**config.mk**
```make
export PLATFORM = sky130hd
export DESIGN_NAME = cpu_step_ctrl
export DESIGN_NICKNAME = d
export VERILOG_FILES = /design/src/rtl/cpu_step_ctrl.sv
export SDC_FILE = /design/constraint.sdc
export NUM_CORES = 1
export LEC_CHECK = 0
export ABC_AREA = 1
export BUFFER_PORTS_ARGS = -buffer_cell sky130_fd_sc_hd__clkbuf_2
export CORE_UTILIZATION = 40
export CTS_CLUSTER_DIAMETER = 150
export DETAILED_ROUTE_END_ITERATION = 10
export SKIP_CTS_REPAIR_TIMING = 1
export SYNTH_ARGS = -nofsm -noshare
export SYNTH_HDL_FRONTEND = slang
export SYNTH_SLANG_ARGS = --single-unit
```
**constraint.sdc**
```tcl
create_clock -name clk -period 2.3 [get_ports clk]
set_input_delay 0.345 -clock clk [delete_from_list [all_inputs] [get_ports clk]]
set_output_delay 0.345 -clock clk [all_outputs]
set_load 0.02 [all_outputs]
```
**src/rtl/cpu_step_ctrl.sv**
```systemverilog
// Run/step/halt controller for the single-cycle processor: turns debounced button
// levels into the processor clock enable, with step auto-repeat and one PC breakpoint.
`timescale 1ns/1ps
module cpu_step_ctrl #(
  parameter logic [24:0] REPEAT_DELAY = 25'd24999999,
  parameter logic [24:0] REPEAT_RATE  = 25'd4999999,
  parameter int          PC_W         = 32
) (
  input  logic            clk,
  input  logic            reset,
  input  logic            run_btn,
  input  logic            step_btn,
  input  logic            halt_btn,
  input  logic            bp_en,
  input  logic [PC_W-1:0] bp_addr,
  input  logic [PC_W-1:0] pc,
  output logic            cpu_en,
  output logic [1:0]      mode,
  output logic            bp_hit,
  output logic [15:0]     step_count
);

  typedef enum logic [1:0] {
    S_HALT  = 2'b00,
    S_RUN   = 2'b10,
    S_BREAK = 2'b11
  } state_t;

  state_t      state_q, state_d;
  logic        bp_hit_q, bp_hit_d;
  logic        run_prev_q, step_prev_q, halt_prev_q;
  logic        armed_q;
  logic [24:0] rep_cnt_q, rep_cnt_d;
  logic        rep_phase_q, rep_phase_d;
  logic        step_hold_q, step_hold_d;
  logic        step_pulse_q, step_pulse_d;
  logic        skip_bp_q, skip_bp_d;
  logic [15:0] step_count_q, step_count_d;

  logic        halt_rise, run_rise, step_rise;
  logic        bp_match;
  logic        cpu_en_c;
  logic        repeat_due;

  // armed_q masks the first cycle after reset so a button held through reset is not a rise
  always_comb begin
    halt_rise  = halt_btn & ~halt_prev_q & armed_q;
    run_rise   = run_btn  & ~run_prev_q  & armed_q;
    step_rise  = step_btn & ~step_prev_q & armed_q;
    bp_match   = bp_en && (pc == bp_addr) && !skip_bp_q;
    cpu_en_c   = step_pulse_q | ((state_q == S_RUN) && !bp_match);
    repeat_due = (!rep_phase_q && (rep_cnt_q == REPEAT_DELAY)) ||
                 ( rep_phase_q && (rep_cnt_q == REPEAT_RATE));
  end

  always_comb begin
    state_d      = state_q;
    rep_cnt_d    = '0;
    rep_phase_d  = 1'b0;
    step_hold_d  = 1'b0;
    step_pulse_d = 1'b0;
    skip_bp_d    = skip_bp_q;
    step_count_d = step_count_q + {15'd0, cpu_en_c};

    if ((state_q == S_RUN) && cpu_en_c)
      skip_bp_d = 1'b0;

    unique case (state_q)
      S_RUN: begin
        if (halt_rise)     state_d = S_HALT;
        else if (bp_match) state_d = S_BREAK;
      end
      default: begin
        if (halt_rise) begin
          state_d = S_HALT;
        end else if (run_rise) begin
          state_d = S_RUN;
          if (state_q == S_BREAK)
            skip_bp_d = 1'b1;
        end else if (step_rise) begin
          step_pulse_d = 1'b1;
          step_hold_d  = 1'b1;
        end else if (step_btn && step_hold_q) begin
          // Only a hold that began with a rise in HALT/BREAK may auto-repeat
          step_hold_d = 1'b1;
          if (repeat_due) begin
            step_pulse_d = 1'b1;
            rep_phase_d  = 1'b1;
          end else begin
            rep_cnt_d   = rep_cnt_q + 25'd1;
            rep_phase_d = rep_phase_q;
          end
        end
      end
    endcase

    bp_hit_d = (state_d == S_BREAK);
  end

  always_ff @(posedge clk) begin
    if (reset) begin
      state_q      <= S_HALT;
      bp_hit_q     <= 1'b0;
      run_prev_q   <= 1'b0;
      step_prev_q  <= 1'b0;
      halt_prev_q  <= 1'b0;
      armed_q      <= 1'b0;
      rep_cnt_q    <= '0;
      rep_phase_q  <= 1'b0;
      step_hold_q  <= 1'b0;
      step_pulse_q <= 1'b0;
      skip_bp_q    <= 1'b0;
      step_count_q <= '0;
    end else begin
      state_q      <= state_d;
      bp_hit_q     <= bp_hit_d;
      run_prev_q   <= run_btn;
      step_prev_q  <= step_btn;
      halt_prev_q  <= halt_btn;
      armed_q      <= 1'b1;
      rep_cnt_q    <= rep_cnt_d;
      rep_phase_q  <= rep_phase_d;
      step_hold_q  <= step_hold_d;
      step_pulse_q <= step_pulse_d;
      skip_bp_q    <= skip_bp_d;
      step_count_q <= step_count_d;
    end
  end

  assign cpu_en     = cpu_en_c;
  assign mode       = state_q;
  assign bp_hit     = bp_hit_q;
  assign step_count = step_count_q;

endmodule

```
==> results of run 1 <==
path summary, 6_finish.rpt:
check | startpoint | to
max reg2reg | flip-flop | step_count[13]
max | pc[17] | step_count[13]
min reg2reg | rep_cnt_q[0] | rep_cnt_q[0]
min | run_btn | run_prev_q
through the flow:
| stage | util | setup TNS, ns | total power, mW |
|---|---|---|---|
| 6_report | 0.512 | 0 | 1.64 |
| 2_1_floorplan | - | -0.0391 | 1.03 |
| 3_3_place_gp | 0.500 | -0.0411 | 1.12 |
| 3_5_place_dp | 0.500 | -0.241 | 1.12 |
| 5_1_grt | 0.512 | 0 | 1.74 |
| 4_1_cts | 0.512 | 0 | 1.66 |
worst max-delay path, stage by stage:
cell and delay (ns):
clkbuf_2 0.09, or2_2 0.29, nand2_1 0.08, nor2_1 0.04
nand3_1 0.06, nor2_1 0.06, nand2_1 0.07, a21o_1 0.13
ha_2 0.21, nand3_2 0.10, nor2_2 0.14, nand2_1 0.08
nor2_2 0.12, nand3_2 0.11, nor2_4 0.13, nand2_1 0.06
o21ai_1 0.12, nor2_1 0.05
cells by family (layout without fill, tap and decap cells):
group           after synthesis  in the layout  share of synthesized area
simple gates                256            256                      0.385
buf+inv                      89            188                      0.112
flops                        52             52                      0.338
compound gates               44             44                     0.0765
xor+xnor                     25             25                     0.0712
fa+ha+maj                     4              4                     0.0163
placed cells by master (no fill, tap or decap), drive strengths merged:
cell	n
or2	5
nor3b	1
clkinv	3
clkbuf	94
o21a	2
nor2	90
ha	4
xor2	9
xnor2	16
buf	5
o22ai	1
nand4	11
dfxtp	52
o21ai	17
or3	1
nor3	12
inv	86
nand3	21
a21oi	22
nand3b	2
nand2	112
a211oi	1
a21o	1
nor4	1
state kept, by name, summed over array words and instances (netlist names), named ones only:
register,count
run_prev_q,1
rep_phase_q,1
step_hold_q,1
step_pulse_q,1
bp_hit,1
halt_prev_q,1
armed_q,1
step_prev_q,1
mode,2
step_count,16
rep_cnt_q,25
power by group:
group | total [mW] | switching (mW) | internal [mW]
Sequential | 0.911 | 0.00368 | 0.908
Combinational | 0.190 | 0.0974 | 0.0923
Clock | 0.541 | 0.322 | 0.219
Total | 1.64 | 0.423 | 1.22
cell type report:
cell class / count / area (um2) / area share
Multi-Input combinational cell: 329 / 1690 / 0.451
Sequential cell: 52 / 1040 / 0.277
Timing Repair Buffer: 94 / 483 / 0.129
Inverter: 86 / 323 / 0.0859
Tap cell: 99 / 124 / 0.0330
Clock buffer: 5 / 68.8 / 0.0183
Clock inverter: 3 / 22.5 / 0.00600
metal layers:
layer  vias up  global-route usage  wire (um)
li1       1638                   -          -
met1      1350               0.216       3270
met2        71               0.329       3200
met3         7              0.0375        457
met4         0              0.0462         75
met5         -                   0          0
==> impl_metrics.yaml, run 1 <==
placement:
  io_buffers: 89
  pre_cts_ws_ns: -0.144
  gp_congestion: 0.793
  post_dp_cell_area_um2: 3660
  dp.cells: 660
  hpwl_um: 5690
timing:
  relSlewSlack: 0.756
  hold_viol: 0
  setup_ws_ns: 0.249
  finalSetupViolCount: 0
  rsz0062_at_grt: "false"
  drv_slew: 0
  fin_crit_sh: 0.892
  fmax_mhz: 488
  holdWs_ns: 0.244
  min_period_ns: 2.05
  fin_skew_ns: 0.0132
  worst_slew_pin_slew_ns: 0.363
clock_tree:
  cts_max_level: 2
  cts_buffers: 5
  clk_path_buf_depth: 2
  clock_latency_ns: 0.32
  cts.sinks: 52
  cts_tree: "built"
  clock-root-buffer: "clkbuf_8"
  clk_pin_slew_ns: 0.10
hold_path:
  min_path_cells: 3
  hold_path_class: "in2reg"
power:
  p_per_area_nw_per_um2: 437
  power.leakage_nw: 1.80
  ir_worst_vdd_uv: 276
yosys:
  ys_async_sr_fraction: 0
  ys.warnings.count: 0
  synthMostInstantiatedCell: "nand2_1"
  yosys-top-cells-area: "dfxtp_1 34%, nand2_1 13%, inv_1 10%"
  synthFlopType: "dfxtp_1"
  yosys.area.top_type: "dfxtp_1"
  ys_ff_latch: 52
  synthCells: 470
  synth_top_area_frac: 0.338
  mappedNetlistNets: 544
  yosysUniqueCellTypes: 37
  synth.cell_area_um2: 3080
  avgSynthCellArea_um2: 6.54
  synthTopCellsByCount: "108 x nand2_1, 83 x inv_1, 79 x nor2_1"
  synth-edff-count: 0
  seq_area_frac_synth: 0.338
critical_path:
  arrival_ns: 2.27
  path_class: "in2reg"
  reg2reg_slack_ns: 0.32
  crit_fanout: 4
  r2r_cells: 17
  startpoint_type: "input port"
  worstPathRequired_ns: 2.52
  crit_path_end_kind: "flip-flop"
layout:
  syn2layout_area_growth_pct: 22.1
  layout-drive-gt1-share: 0.236
  nFillCells: 747
  finalNonFillerCells: 668
  nets: 642
  antenna_cells: 0
  final_area_um2: 3760
status:
  status: "finished, final reports clean"
grt:
  first_global_vias: 2761
  grt_overflow: 0
  grt_pass1_wl_um: 11400
  grt_max_degree: 18
  antenna_found_initial: 0
  grtUsageTotal: 0.181
floorplan:
  core_area_um2: 7330
  dieWidth_um: 89.7
  rows: 31
  chipHeight_um: 89.7
  die_area_um2: 8040
  initial_core_util: 0.420
  ios: 90
detailed_routing:
  vias_per_cell: 4.59
  finalWirelength_um: 7000
  dr.pass1.iters: 4
  first_iter_violations: 72
  ant_nets: 0
  drt-wirelength-per-cell_um: 10.5
  drc_errors: 0
  vias: 3066
job:
  max_cap_violations: 0
No activity file was read; power rests on OpenSTA's default activity.
==> run 2: changes to the inputs <==
- CELL_PAD_IN_SITES_DETAIL_PLACEMENT: not set -> 0
- CELL_PAD_IN_SITES_GLOBAL_PLACEMENT: not set -> 1
- CORE_UTILIZATION: 40 -> 36
- PLACE_DENSITY_LB_ADDON: not set -> 0.1
==> run 2 against run 1 <==
Net effect:
- count of clock-buffer cells in the layout did not move
- combinational power barely moved
- hold slack got worse by 0.0025 ns
- largest cell class unchanged
==> impl_metrics.yaml, run 2 (synthesis results as in run 1) <==
layout:
  regMostFlops: "rep_cnt_q"
  nets: 642
  final_common_cell: "nand2_1"
  final_area_um2: 3760
  final_cell_mix: "108 x nand2_1, 89 x clkbuf_2, 83 x inv_1"
  finish.utilization: 0.456
  antenna_cells: 0
  nFillCells: 892
  largest_reg_flops: 25
  layout-drive-gt1-share: 0.237
  syn2layout_area_growth_pct: 22.4
clock_tree:
  clock_latency_ns: 0.31
  cts_max_level: 2
  cts.sinks: 52
  clk_pin_slew_ns: 0.10
  clock-root-buffer: "clkbuf_8"
  cts_tree: "built"
  clk_path_buf_depth: 2
  cts_buffers: 5
placement:
  io_buffers: 89
  gp_congestion: 0.814
  pre_cts_ws_ns: -0.125
  hpwl_um: 5490
  post_dp_cell_area_um2: 3670
detailed_routing:
  drc_errors: 0
  dr.pass1.iters: 4
  first_iter_violations: 96
  vias: 2993
  ant_nets: 0
  drt-wirelength-per-cell_um: 9.92
  vias_per_cell: 4.44
  finalWirelength_um: 6690
timing:
  min_period_ns: 2.06
  relSlewSlack: 0.754
  fin_skew_ns: 0.0131
  worst_slew_pin_slew_ns: 0.366
  setup_ws_ns: 0.245
  drv_slew: 0
  fmax_mhz: 487
  hold_viol: 0
  fin_crit_sh: 0.894
  finalSetupViolCount: 0
  rsz0062_at_grt: "false"
floorplan:
  chipHeight_um: 94.4
  ios: 90
  core_area_um2: 8260
  dieWidth_um: 94.4
  initial_core_util: 0.372
  die_area_um2: 8920
  rows: 33
critical_path:
  cpPeakStageDelay_ns: 0.26
  crit_fanout: 4
  worstPathRequired_ns: 2.51
  crit_path_end_kind: "flip-flop"
  startpoint_type: "input port"
  path_class: "in2reg"
  crit_path_frequent_cell: "nand2_1"
  critPathSlowestCell: "or2_2"
  arrival_ns: 2.27
  crit_chain: "clkbuf_2, inv_1, or2_2, nand2_1, nor2_1, nand3_1, nor2_1, nand2_1, a21o_1, ha_2, nand3_2, nor2_2, nand2_1, nor2_2, nand3_2, nor2_4, nand2_1, o21ai_1, nor2_1"
power:
  power.leakage_nw: 1.79
  ir_worst_vdd_uv: 325
  p_per_area_nw_per_um2: 434
  p_total_mw: 1.63
grt:
  grt_overflow: 0
  grt_max_degree: 18
  antenna_found_initial: 0
  first_global_vias: 2549
  grtUsageTotal: 0.152
  grt_pass1_wl_um: 10700
job:
  max_cap_violations: 0
hold_path:
  hold_path_class: "in2reg"
status:
  status: "finished, final reports clean"
==> run 2: worst paths after layout <==
check               start             end  slack (ns)  cells past startpoint
max           bp_addr[17]  step_count[13]        0.24                     19
min reg2reg  rep_cnt_q[0]    rep_cnt_q[0]        0.46                      1
min               run_btn      run_prev_q        0.24                      3
max reg2reg     flip-flop  step_count[13]        0.26                     17
==> run 2: critical path: cells and delay by family <==
family	cells	cell delay (ns)
adder cells (fa/ha/maj)	1	0.21
AO/OA/AOI/OAI	2	0.27
buffers and inverters	2	0.10
AND/OR/NAND/NOR	14	1.33
==> run 2: cell type report <==
cell class              count  area (um2)  share of cell area
repair buffers             94         483               0.128
clock buffers               5        68.8              0.0183
well taps                 105         131              0.0349
inverters                  86         323              0.0857
flip-flops and latches     52        1040               0.277
clock inverters             3        21.3             0.00565
multi-input cells         329        1700               0.451
==> run 2: per-stage QoR <==
stage	hold WS, ns	std cells	TNS (ns)
floorplan	0.417	470	-0.0391
global placement	0.435	666	-0.0781
detailed placement	0.438	666	-0.210
CTS	0.233	674	0
global route	0.223	674	0
finish	0.242	674	0
==> run 2: power by group <==
group | internal [mW] | switching [mW]
registers | 0.908 | 0.00377
logic | 0.0924 | 0.0946
clock network | 0.217 | 0.318
==> run 2: routing by layer <==
metal	routed length, um	share of wire	GRT usage	vias up
met3	428	0.064	0.0370	5
met2	2920	0.44	0.256	67
li1	-	-	-	1640
met5	0	0	0	-
met4	53	0.0079	0.0423	0
met1	3290	0.49	0.192	1281
